`config.mk`:
```
export PLATFORM = sky130hd
export DESIGN_NAME = paddle_key_decoder
export DESIGN_NICKNAME = d
export VERILOG_FILES = /design/src/rtl/paddle_key_decoder.sv
export SDC_FILE = /design/constraint.sdc
export NUM_CORES = 1
export LEC_CHECK = 0
export CORE_MARGIN = 2
export CORE_UTILIZATION = 52
export DETAILED_ROUTE_END_ITERATION = 12
export PLACE_DENSITY = 0.74
export REMOVE_ABC_BUFFERS = 1
export SYNTH_ARGS = -nofsm -noshare
export SYNTH_HDL_FRONTEND = slang
export SYNTH_SLANG_ARGS = --single-unit
```
`constraint.sdc`:
```
create_clock -name clk -period 2 [get_ports clk]
set_input_delay 0.3 -clock clk [delete_from_list [all_inputs] [get_ports clk]]
set_output_delay 0.3 -clock clk [all_outputs]
set_load 0.02 [all_outputs]
```
`src/rtl/paddle_key_decoder.sv`:
```
// paddle_key_decoder: converts the PS/2 scan-code byte stream into held-key levels
// Left/Right/Turbo, with E0/F0 prefix tracking and last-pressed-wins direction priority.
`default_nettype none

module paddle_key_decoder #(
  parameter logic [7:0] LEFT_CODE      = 8'h6B,
  parameter logic [7:0] RIGHT_CODE     = 8'h74,
  parameter logic [7:0] TURBO_CODE     = 8'h29,
  parameter int         PREFIX_TIMEOUT = 50000
) (
  input  logic       clk,
  input  logic       reset,
  input  logic [7:0] din,
  input  logic       dinValid,
  output logic       Left,
  output logic       Right,
  output logic       Turbo,
  output logic [1:0] prefixState
);

  typedef enum logic [1:0] {
    IDLE    = 2'd0,
    EXT     = 2'd1,
    BRK     = 2'd2,
    EXT_BRK = 2'd3
  } state_t;

  localparam logic [7:0]  EXT_PREFIX   = 8'hE0;
  localparam logic [7:0]  BRK_PREFIX   = 8'hF0;
  localparam logic        DIR_LEFT     = 1'b0;
  localparam logic        DIR_RIGHT    = 1'b1;
  localparam logic [15:0] TIMEOUT_LAST = 16'(PREFIX_TIMEOUT - 1);

  state_t      state;
  logic        left_held;
  logic        right_held;
  logic        turbo_held;
  logic        last_dir;
  logic [15:0] timeout_cnt;

  assign prefixState = state;

  always_ff @(posedge clk) begin
    if (reset) begin
      state       <= IDLE;
      left_held   <= 1'b0;
      right_held  <= 1'b0;
      turbo_held  <= 1'b0;
      last_dir    <= DIR_LEFT;
      timeout_cnt <= 16'd0;
      Left        <= 1'b0;
      Right       <= 1'b0;
      Turbo       <= 1'b0;
    end else begin
      // Outputs trail the flags by one cycle.
      Left  <= left_held & (~right_held | (last_dir == DIR_LEFT));
      Right <= right_held & (~left_held | (last_dir == DIR_RIGHT));
      Turbo <= turbo_held;

      if (dinValid) begin
        timeout_cnt <= 16'd0;
        case (state)
          IDLE: begin
            if (din == EXT_PREFIX)      state <= EXT;
            else if (din == BRK_PREFIX) state <= BRK;
            else if (din == TURBO_CODE) turbo_held <= 1'b1;
          end
          EXT: begin
            if (din == BRK_PREFIX) begin
              state <= EXT_BRK;
            end else if (din == EXT_PREFIX) begin
              state <= EXT;
            end else begin
              state <= IDLE;
              // Typematic repeats must not move the priority.
              if (din == LEFT_CODE && !left_held) begin
                left_held <= 1'b1;
                last_dir  <= DIR_LEFT;
              end else if (din == RIGHT_CODE && !right_held) begin
                right_held <= 1'b1;
                last_dir   <= DIR_RIGHT;
              end
            end
          end
          BRK: begin
            if (din == EXT_PREFIX) begin
              state <= EXT_BRK;
            end else if (din == BRK_PREFIX) begin
              state <= BRK;
            end else begin
              state <= IDLE;
              if (din == TURBO_CODE) turbo_held <= 1'b0;
            end
          end
          default: begin
            if (din == EXT_PREFIX || din == BRK_PREFIX) begin
              state <= EXT_BRK;
            end else begin
              state <= IDLE;
              if (din == LEFT_CODE)       left_held  <= 1'b0;
              else if (din == RIGHT_CODE) right_held <= 1'b0;
            end
          end
        endcase
      end else if (state == IDLE) begin
        timeout_cnt <= 16'd0;
      end else if (timeout_cnt == TIMEOUT_LAST) begin
        // Stale prefix: drop it, flags untouched.
        state       <= IDLE;
        timeout_cnt <= 16'd0;
      end else begin
        timeout_cnt <= timeout_cnt + 16'd1;
      end
    end
  end

endmodule

`default_nettype wire

```
==> results.json <==
{
  "yosysUniqueCellTypes": 31,
  "cts_sinks": 25,
  "wl_per_cell_um": 12.4,
  "cts_root_buffer": "clkbuf_4",
  "netlist_instances": 125,
  "cp_slowest_cell": "clkdlybuf4s50_1",
  "async_flop_share_pct": 0,
  "ys_dominant_reg_cell": "dfxtp_1",
  "stdcell_count": 170,
  "ir_worst_vdd_v": 0.000408,
  "dp_hpwl_mm": 1.67,
  "fill_cells": 172,
  "clock_path_buffers": 2,
  "rsz0062_at_grt": "no",
  "leakage_nw": 0.419,
  "initialDrtViolationCount": 18,
  "final_util_pct": 66.6,
  "syn_avg_cell_area_um2": 9.14,
  "grt-ovfl-total": 0,
  "synthToLayoutAreaGrowth_pct": 18.0,
  "layout.nets": 156,
  "period_share_pct": 85.4,
  "syn_area_um2": 1140,
  "power-per-cell-area_nw_per_um2": 570,
  "synth_top_area_share_pct": 43.8,
  "antenna_cells": 0,
  "endpoint_kind": "output pin",
  "skew_ps": 4.76,
  "grt_pass1_vias": 862,
  "htreeDepth": 1,
  "outcome": "finished clean",
  "worst_pin_slew_ps": 528,
  "hold_path.class": "reg2reg",
  "ys_ff_latch": 25,
  "synth_common_cells": "25 x dfxtp_1, 22 x nor2_1, 13 x xnor2_1",
  "gp_congestion": 0.806,
  "drc": 0,
  "cts_resized": 0,
  "max_cap_violations": 0,
  "grt_max_degree": 16,
  "cts_tree": "built",
  "critPathMaxStageDelay_ps": 640,
  "cp_data_arrival_time_ps": 1410,
  "ant_nets": 0,
  "post-route-min-period_ps": 1710,
  "yosysMostFrequentCell": "dfxtp_1",
  "ioPinCount": 16,
  "clk_pin_slew_worst_paths_ps": 120,
  "cp_cell_sequence": "clkdlybuf4s50_1",
  "grt_use_total_pct": 19.4,
  "clkLatencyLatePin_ps": 310,
  "final_max_slew_viol_count": 0,
  "crit_family": "buffers and inverters",
  "finalSetupViolCount": 0,
  "coreArea_um2": 2020,
  "crit_path_start_kind": "flop",
  "synth_enable_flop_cells": 0,
  "synth_area_leaders": "dfxtp_1 44%, xnor2_1 10%, nor2_1 7.2%, nor3_1 3.9%, nand4_1 2.7%",
  "synth.largest_area_cell": "dfxtp_1",
  "grt_pass1_wl_mm": 3.79,
  "finalHoldViolations": 0,
  "port_buffers": 15,
  "dr_total_vias": 933,
  "die-area_um2": 2590,
  "drtPass1Iterations": 4,
  "synth_warnings": 0,
  "layout-drive-gt1-share_pct": 8.39,
  "cts_buffers": 3,
  "crit_buf_inv": 1,
  "worstPathRequired_ps": 1700,
  "crit_fanout": 6,
  "cts_setup_buffers": 0,
  "placedCellCount": 166,
  "die_w_um": 50.9,
  "via_per_inst": 5.49,
  "tns_ps": 0,
  "slew-limit-headroom_pct": 64.3,
  "drt_wl_total_mm": 2.11,
  "seq_area_frac_synth_pct": 43.8,
  "rows": 16,
  "worstSetupPathType": "reg2out",
  "chipHeight_um": 50.9,
  "initial_core_util_pct": 56.5,
  "antenna_found_initial": 0,
  "cts_hold_buf": 0,
  "fmax_mhz": 585
}
per-layer routing:
| metal | global-route usage, % | share of wire, % | routed length, um |
|---|---|---|---|
| met5 | 0 | 0 | 0 |
| met4 | 8.11 | 0.76 | 16 |
| met3 | 2.92 | 1.5 | 32 |
| met2 | 29.8 | 47 | 998 |
| met1 | 27.2 | 50 | 1060 |
area by class of cell:
cell class / instances / area, um^2 / area share, %
well taps: 27 / 33.8 / 2.51
flip-flops and latches: 25 / 500 / 37.1
inverters: 7 / 26.3 / 1.95
repair buffers: 17 / 165 / 12.3
multi-input cells: 90 / 596 / 44.2
clock buffers: 4 / 26.3 / 1.95
logic make-up (layout without fill, tap and decap cells):
family	after synthesis	after routing	synth area share, %
and+or+nand+nor	64	64	33.0
buffers and inverters	10	28	4.05
xor gates and xnor gates	14	14	10.7
adders and majority gates	1	1	1.10
AOI/OAI and AO/OA	9	9	5.59
DFF	25	25	43.8
muxes	2	2	1.75
final timing paths:
path	end	slack, ps	cells after the start	startpoint
max reg2reg	timeout_cnt[12]	510	5	timeout_cnt[5]
min	timeout_cnt[0]	480	1	timeout_cnt[0]
min reg2reg	timeout_cnt[0]	480	1	timeout_cnt[0]
max	prefixState[1]	290	1	prefixState[1]
state kept, by name, indices dropped and copies added (netlist names):
register / count
Turbo: 1
turbo_held: 1
right_held: 1
Left: 1
timeout_cnt: 16
last_dir: 1
left_held: 1
Right: 1
prefixState: 2
report_power, final:
part / internal [W] / total [W] / switching, W
sequential: 0.000500 / 0.000503 / 0.00000265
combinational: 0.0000273 / 0.0000484 / 0.0000212
clock: 0.0000779 / 0.000217 / 0.000140
total: 0.000605 / 0.000768 / 0.000163
layout by cell type (no fill, tap or decap), types with 3 or more instances in the layout:
| cell type | n |
|---|---|
| a21oi_1 | 4 |
| clkbuf_4 | 3 |
| clkdlybuf4s50_1 | 15 |
| dfxtp_1 | 25 |
| inv_1 | 7 |
| nand2_1 | 5 |
| nand4_1 | 5 |
| nor2_1 | 22 |
| nor3_1 | 9 |
| nor4_1 | 5 |
| nor4b_1 | 3 |
| xnor2_1 | 13 |
stage by stage:
stage | setup WS (ps) | total power (W) | hold slack [ps] | cell area (um^2)
final | 291 | 0.000768 | 476 | 1350
after global routing | 222 | 0.000800 | 495 | 1350
after CTS | 289 | 0.000780 | 480 | 1350
after detailed placement | 118 | 0.000562 | 451 | 1320
after global placement | 172 | 0.000561 | 439 | 1320
after floorplan | 562 | 0.000526 | 369 | 1120
Note: power is estimated with default switching activity, not from simulation.
